<file path="src/rtl/frv_exec_result_queue.sv">
`default_nettype none
// ============================================================================
// Module      : frv_exec_result_queue
// Description : Multi-entry result queue between execute and writeback.
//               Circular buffer of DEPTH entries {rd, wdata, load, payload}
//               with a youngest-match register-forwarding lookup across all
//               occupied entries.
// Optional    : FRV_RESULT_QUEUE_BYPASS_EN - when the queue is empty an
//               offered result is presented on o_* in the same cycle and,
//               if writeback accepts it, is never stored.
// Ports       : g_clk/g_reset   clock, asynchronous active-high reset
//               flush           discard all entries on the next edge
//               i_valid/o_busy  execute-side handshake (o_busy = full)
//               i_rd/i_wdata/i_load/i_payload   offered result
//               o_valid/i_busy  writeback-side handshake
//               o_rd/o_wdata/o_load/o_payload   head entry
//               fwd_rs -> fwd_hit/fwd_wdata/fwd_load   forwarding lookup
//               count           occupied entries
// Revision    : 1.0 - initial release
// ============================================================================
module frv_exec_result_queue #(
    parameter int XLEN  = 32,
    parameter int DEPTH = 4,
    parameter int PW    = 48,
    localparam int CW   = $clog2(DEPTH + 1)
) (
    input  logic            g_clk,
    input  logic            g_reset,
    input  logic            flush,
    input  logic            i_valid,
    output logic            o_busy,
    input  logic [4:0]      i_rd,
    input  logic [XLEN-1:0] i_wdata,
    input  logic            i_load,
    input  logic [PW-1:0]   i_payload,
    output logic            o_valid,
    input  logic            i_busy,
    output logic [4:0]      o_rd,
    output logic [XLEN-1:0] o_wdata,
    output logic            o_load,
    output logic [PW-1:0]   o_payload,
    input  logic [4:0]      fwd_rs,
    output logic            fwd_hit,
    output logic [XLEN-1:0] fwd_wdata,
    output logic            fwd_load,
    output logic [CW-1:0]   count
);

    localparam int AW = $clog2(DEPTH);

    // Entry storage
    logic [4:0]      r_rd      [DEPTH];
    logic [XLEN-1:0] r_wdata   [DEPTH];
    logic            r_load    [DEPTH];
    logic [PW-1:0]   r_payload [DEPTH];

    logic [AW-1:0]   r_wptr;
    logic [AW-1:0]   r_rptr;
    logic [CW-1:0]   r_count;

    logic            w_empty;
    logic            w_full;
    logic            w_bypass;   // input presented directly on o_*
    logic            w_direct;   // input consumed by writeback, never stored
    logic            w_push;
    logic            w_pop;

    assign w_empty = (r_count == '0);
    assign w_full  = (r_count == CW'(DEPTH));

`ifdef FRV_RESULT_QUEUE_BYPASS_EN
    assign w_bypass = w_empty && i_valid;
    assign w_direct = w_bypass && !i_busy && !flush;
`else
    assign w_bypass = 1'b0;
    assign w_direct = 1'b0;
`endif

    // Full-queue check uses the registered count only, so a same-cycle pop
    // never opens a slot and there is no combinational i_busy -> o_busy path.
    assign w_push = i_valid && !w_full && !w_direct && !flush;
    assign w_pop  = !w_empty && !i_busy && !flush;

    assign o_busy  = w_full;
    assign o_valid = !w_empty || w_bypass;
    assign count   = r_count;

    assign o_rd      = w_bypass ? i_rd      : r_rd[r_rptr];
    assign o_wdata   = w_bypass ? i_wdata   : r_wdata[r_rptr];
    assign o_load    = w_bypass ? i_load    : r_load[r_rptr];
    assign o_payload = w_bypass ? i_payload : r_payload[r_rptr];

    // Forwarding: walk occupied entries oldest to youngest so that the last
    // match written wins (youngest-match priority).
    logic [AW-1:0]   w_fidx;
    logic            w_fwd_hit;
    logic [XLEN-1:0] w_fwd_wdata;
    logic            w_fwd_load;

    always_comb begin
        w_fidx      = r_rptr;
        w_fwd_hit   = 1'b0;
        w_fwd_wdata = '0;
        w_fwd_load  = 1'b0;
        for (int i = 0; i < DEPTH; i++) begin
            w_fidx = r_rptr + AW'(i);
            if ((CW'(i) < r_count) && (fwd_rs != 5'd0) && (r_rd[w_fidx] == fwd_rs)) begin
                w_fwd_hit   = 1'b1;
                w_fwd_wdata = r_wdata[w_fidx];
                w_fwd_load  = r_load[w_fidx];
            end
        end
    end

    assign fwd_hit   = w_fwd_hit;
    assign fwd_wdata = w_fwd_wdata;
    assign fwd_load  = w_fwd_load;

    // Pointers and occupancy
    always_ff @(posedge g_clk or posedge g_reset) begin
        if (g_reset) begin
            r_wptr  <= '0;
            r_rptr  <= '0;
            r_count <= '0;
        end else if (flush) begin
            r_wptr  <= '0;
            r_rptr  <= '0;
            r_count <= '0;
        end else begin
            if (w_push) begin
                r_wptr <= r_wptr + AW'(1);
            end
            if (w_pop) begin
                r_rptr <= r_rptr + AW'(1);
            end
            case ({w_push, w_pop})
                2'b10:   r_count <= r_count + CW'(1);
                2'b01:   r_count <= r_count - CW'(1);
                default: r_count <= r_count;
            endcase
        end
    end

    // Storage; flush leaves contents in place, only reset clears them.
    always_ff @(posedge g_clk or posedge g_reset) begin
        if (g_reset) begin
            for (int i = 0; i < DEPTH; i++) begin
                r_rd[i]      <= '0;
                r_wdata[i]   <= '0;
                r_load[i]    <= 1'b0;
                r_payload[i] <= '0;
            end
        end else if (w_push) begin
            r_rd[r_wptr]      <= i_rd;
            r_wdata[r_wptr]   <= i_wdata;
            r_load[r_wptr]    <= i_load;
            r_payload[r_wptr] <= i_payload;
        end
    end

endmodule
`default_nettype wire

</file>
<file path="config.mk">
export PLATFORM = sky130hd
export DESIGN_NAME = frv_exec_result_queue
export DESIGN_NICKNAME = d
export VERILOG_FILES = /design/src/rtl/frv_exec_result_queue.sv
export SDC_FILE = /design/constraint.sdc
export NUM_CORES = 1
export LEC_CHECK = 0
export CAP_MARGIN = 20
export CORE_AREA = 4 4 182 184
export DETAILED_ROUTE_END_ITERATION = 10
export DIE_AREA = 0 0 186 188
export GPL_TIMING_DRIVEN = 0
export PLACE_DENSITY = 0.8
export SETUP_SLACK_MARGIN = 0.5
export SYNTH_ARGS = -nofsm -noshare
export SYNTH_HDL_FRONTEND = slang
export SYNTH_SLANG_ARGS = --single-unit
</file>
<file path="constraint.sdc">
create_clock -name g_clk -period 18.8 [get_ports g_clk]
set_clock_uncertainty 0.2 [all_clocks]
set_input_delay 1.88 -clock g_clk [delete_from_list [all_inputs] [get_ports g_clk]]
set_output_delay 1.88 -clock g_clk [all_outputs]
set_load 0.03 [all_outputs]
</file>
---- Word level (Yosys, flattened, before mapping) ----
Index checks and enable logic that the tools add are counted.
storage, ports and cells
  register bits after elaboration ......... 351
  bits of input ports ..................... 96
operators by class
  $add $sub $neg .......................... 6
  $lt $le $gt $ge ......................... 10
  eq/ne operators ......................... 7
  muxes and demuxes ....................... 69
  bitwise gates (word level) .............. 5
  reduce and logical (&&, ||, !) cells .... 22
operator list
  operator                                                   count
  two-way mux 32 bit                                         13
  binary-select mux 32 bit (select 2 bit)                    4
  bitwise mux 192 bit                                        1
  two-way mux 48 bit                                         3
  bitwise mux 128 bit                                        1
  binary-select mux 48 bit (select 2 bit)                    1
  demux 48 bit (select 2 bit)                                1
  demux 32 bit (select 2 bit)                                1
  two-way mux 5 bit                                          9
  binary-select mux 5 bit (select 2 bit)                     4
  bitwise mux 20 bit                                         1
  == test 5 bit                                              4
  two-way mux 1 bit                                          17
  greater-or-equal comparator 3 bit (second input constant)  5
  inverter 2 -> 3 bit                                        5
  logical AND 1 bit                                          13
  demux 5 bit (select 2 bit)                                 1
  binary-select mux 1 bit (select 2 bit)                     4
  two-way mux 2 bit                                          4
  < comparator 1 x 3 -> 1 bit (first input constant)         2
  < comparator 2 x 3 -> 1 bit (first input constant)         2
  case mux 3 bit (2 select lines)                            1
  nonzero test 5 bit                                         1
  adder 2 x 1 -> 2 bit (second input constant)               2
  14 further kinds                                           19

---- Logic depth before layout (Yosys ltp) ----
  word-level depth ........................ 10
  gate-level depth with buffers ........... 12
  depth with buffers taken out ............ 8

---- Worst setup path before layout ----
Ideal clock, no wire load.
  kind .................................... input-to-output
  from .................................... input fwd_rs[0]
  to ...................................... output fwd_load
  arrival ................................. 4.451 ns
  data required time ...................... 16.720 ns
  setup slack ............................. 12.269 ns
  stages .................................. 10
  cells stage by stage .................... clkbuf_1 -> nor3_1 -> a211oi_2 -> a21oi_1 -> or4_4 -> buf_6 -> a211oi_4 -> buf_6 -> o21ai_1 -> o32ai_1
between the ends
  word-level cells in the longest chain between the ends .. 7
  elaborated cells on any way between the ends .. 17
  those cells by class .................... eq/ne (4); mux (4); reduce/logical (9)
ends and longest elaborated chain
  item                            line  text
  start, declared                 42    input logic [4:0] fwd_rs,
  nonzero test 5 bit              107   if ((CW'(i) < r_count) && (fwd_rs != 5'd0) && (r_rd[w_fidx] == fwd_rs)) begin
  logical AND 1 bit (2 in a row)  107
  two-way mux 1 bit (3 in a row)  107
  two-way mux 1 bit *             107
  end, declared                   45    output logic fwd_load,
Every way passes the cells marked *; elsewhere a longest branch is shown, timed or not.

---- Final worst setup path ----
  from .................................... input fwd_rs[1]
  to ...................................... output fwd_wdata[16]
between the ends
  word-level cells in the longest chain between the ends .. 7
  elaborated cells on any way between the ends .. 17
  those cells by class .................... eq/ne (4); mux (4); reduce/logical (9)
ends and longest elaborated chain
  item                             line  text
  nonzero test 5 bit               107
  logical AND 1 bit (2 in a row)   107
  two-way mux 32 bit (3 in a row)  107
  two-way mux 32 bit *             107
  end, declared                    44    output logic [XLEN-1:0] fwd_wdata,
Marked as above.

==> impl_metrics.toml <==
[drt]
via_count = 13190
via_per_inst = 6.376
routedWlPerCell_um = 23.95
drtIter0Drc = 1062
drc = 0
ant_nets = 0
totalWireLength_um = 49560
dr.pass1.iters = 5

[logic_synthesis]
ys_top_cells_by_count = "mux2_2 (378), dfrtp_1 (351), mux4_2 (96)"
ys.flop_type = "dfrtp_1"
async_flop_share = 1.000
postSynthCellCount = 1378
yosysMostFrequentCell = "mux2_2"
synth_edf_count = 0
synthTopCellsByArea = "dfrtp_1 (47%), mux2_2 (23%), mux4_2 (12%)"
yosysSeqAreaShare = 0.4720
postSynthAreaPerCell_sq_um = 13.50
synth_top_area_cell = "dfrtp_1"
synth-seq-cells = 351
synthDistinctLibCells = 50
synth_top_area_share = 0.4720
syn_nets = 1481
synth_area_sq_um = 18610
synth_warnings = 0

[global_routing]
grt_pass1_wl_um = 77340
grt_use_met2 = 0.4525
grt_max_degree = 107
grt_pass1_vias = 13790
grt_usage = 0.2806
grt_overflow = 0
met1_usage = 0.3765
antenna_found_initial = 5
use_met3 = 0.06906
busiest_layer = "met2"

[clock_network]
cts_buffer_depth = 3
clk_latency_ns = 0.53
postCtsSetupBuffers = 0
numCtsBuffers = 39
cts_tree = "done"
root_buffer = "clkbuf_16"
cts_resized = 0
h-tree-depth = 2
hold_buffers = 0
cts.sinks = 351
clk_pin_slew_ns = 0.05

[outcome]
status = "finished, final reports clean"

[die]
rows = 65
core-area_sq_um = 31390
die_y_um = 188
die-area_sq_um = 34970
dieWidth_um = 186
ios = 221
start_util = 0.5927

[placed_design]
place_inst = 1997
place.gp.congestion = 0.8699
dp_hpwl_um = 33890
io_buffers = 214

[run]
max_cap_viol_count = 0

[sta]
worst_pin_slew_ns = 1.062
final_max_slew_viol_count = 0
setup_viol = 0
slew_headroom = 0.2923
rsz0062_at_grt = "false"
min_period_over_period = 0.3922
tns_ns = 0
finalHoldViolCount = 0
max_freq_mhz = 135.6
period_minus_slack_ns = 7.373

[layout]
post-route-util = 0.7206
stdcell_count = 2069
drive_gt1_frac = 0.3411
nets = 1739
area_growth_pct = 21.56

[worst_hold_path]
hold_class = "reg2reg"

[power_and_ir_drop]
peakVddDrop_uv = 130.4
powerDensity_nw_per_um2 = 179.0
p_leak_nw = 9.335

[setup_path]
crit_arrival_ns = 5.29
endpoint_kind = "primary output"
startpoint_type = "input port"
crit_path_max_fanout = 10
required_ns = 16.72
worstSetupPathType = "in2out"
==> path summary, 6_finish.rpt <==
path | start | end | slack [ns] | depth (start not counted)
setup / recovery | fwd_rs[1] | fwd_wdata[16] | 11.43 | 9
hold reg to reg | r_payload[61] | r_payload[61] | 0.30 | 1
setup reg to reg | count[1] | r_rd[0] | 14.86 | 10
max in group asynchronous | g_reset | r_wdata[20] | 15.94 | 3
hold / removal | r_payload[61] | r_payload[61] | 0.30 | 1
min in group asynchronous | g_reset | r_payload[67] | 1.57 | 2
==> worst max-delay path, stage by stage <==
cell	delay [ns]
clkbuf_1	0.27
nor3_1	0.12
nor3b_1	0.21
nor4_2	0.77
buf_2	0.36
clkbuf_1	0.56
a32oi_1	0.19
o21ai_1	0.20
clkdlybuf4s50_1	0.72
==> metal layers <==
| metal | vias up | routed length, um |
|---|---|---|
| met4 | 6 | 1493 |
| met2 | 651 | 24130 |
| met1 | 6707 | 19410 |
| met3 | 121 | 4484 |
| met5 | - | 43 |
| li1 | 5707 | - |
==> cell type report <==
class,instances,area (sq um)
repair buffers,217,2225
flip-flops and latches,351,8783
clock buffers,59,1121
plain buffers,112,508.0
multi-input cells,901,9264
clock inverters,11,151.4
inverters,14,60.06
fillers,2112,8772
diodes,2,5.005
well taps,402,503.0
==> report_power, final <==
| part | switching, W | internal, W | total, W |
|---|---|---|---|
| clock | 0.000314 | 0.000443 | 0.000757 |
| combinational | 0.00100 | 0.000961 | 0.00196 |
| sequential | 0.000240 | 0.00109 | 0.00133 |
| total | 0.00156 | 0.00249 | 0.00405 |
==> per-stage QoR <==
stage          instance area, sq um  hold slack [ns]  setup slack [ns]  power, W
5_1_grt                       22620           0.3049             11.37  0.004246
6_report                      22620           0.2986             11.43  0.004049
2_1_floorplan                 18610           0.2739             6.985  0.002623
3_3_place_gp                  21250           0.2813             3.111  0.003212
4_1_cts                       22620           0.2998             11.54  0.004047
3_5_place_dp                  21340           0.2867             11.59  0.003275
==> flip-flops by register name, indices dropped and copies added, names as in the netlist <==
register / cells
r_rptr: 2
r_rd: 20
count: 3
r_payload: 192
r_wdata: 128
r_load: 4
r_wptr: 2
==> cell families after synthesis <==
kind of cell	synth area share
buf+inv	0.03012
flops	0.4720
compound gates	0.06011
fa+ha+maj	0.004707
mux	0.3866
xor+xnor	0.01177
simple gates	0.03463
==> cell usage in the layout (no fill, tap or decap), drive strengths merged, types with 48 or more instances in the layout <==
cell / netlist / layout
buf: 53 / 56
clkbuf: 59 / 118
clkdlybuf4s50: 0 / 214
dfrtp: 351 / 351
mux2: 378 / 378
mux2i: 75 / 75
mux4: 96 / 96
nand2: 65 / 65
nor2: 48 / 48
o21ai: 60 / 60
(Power assumes the default switching activity.)
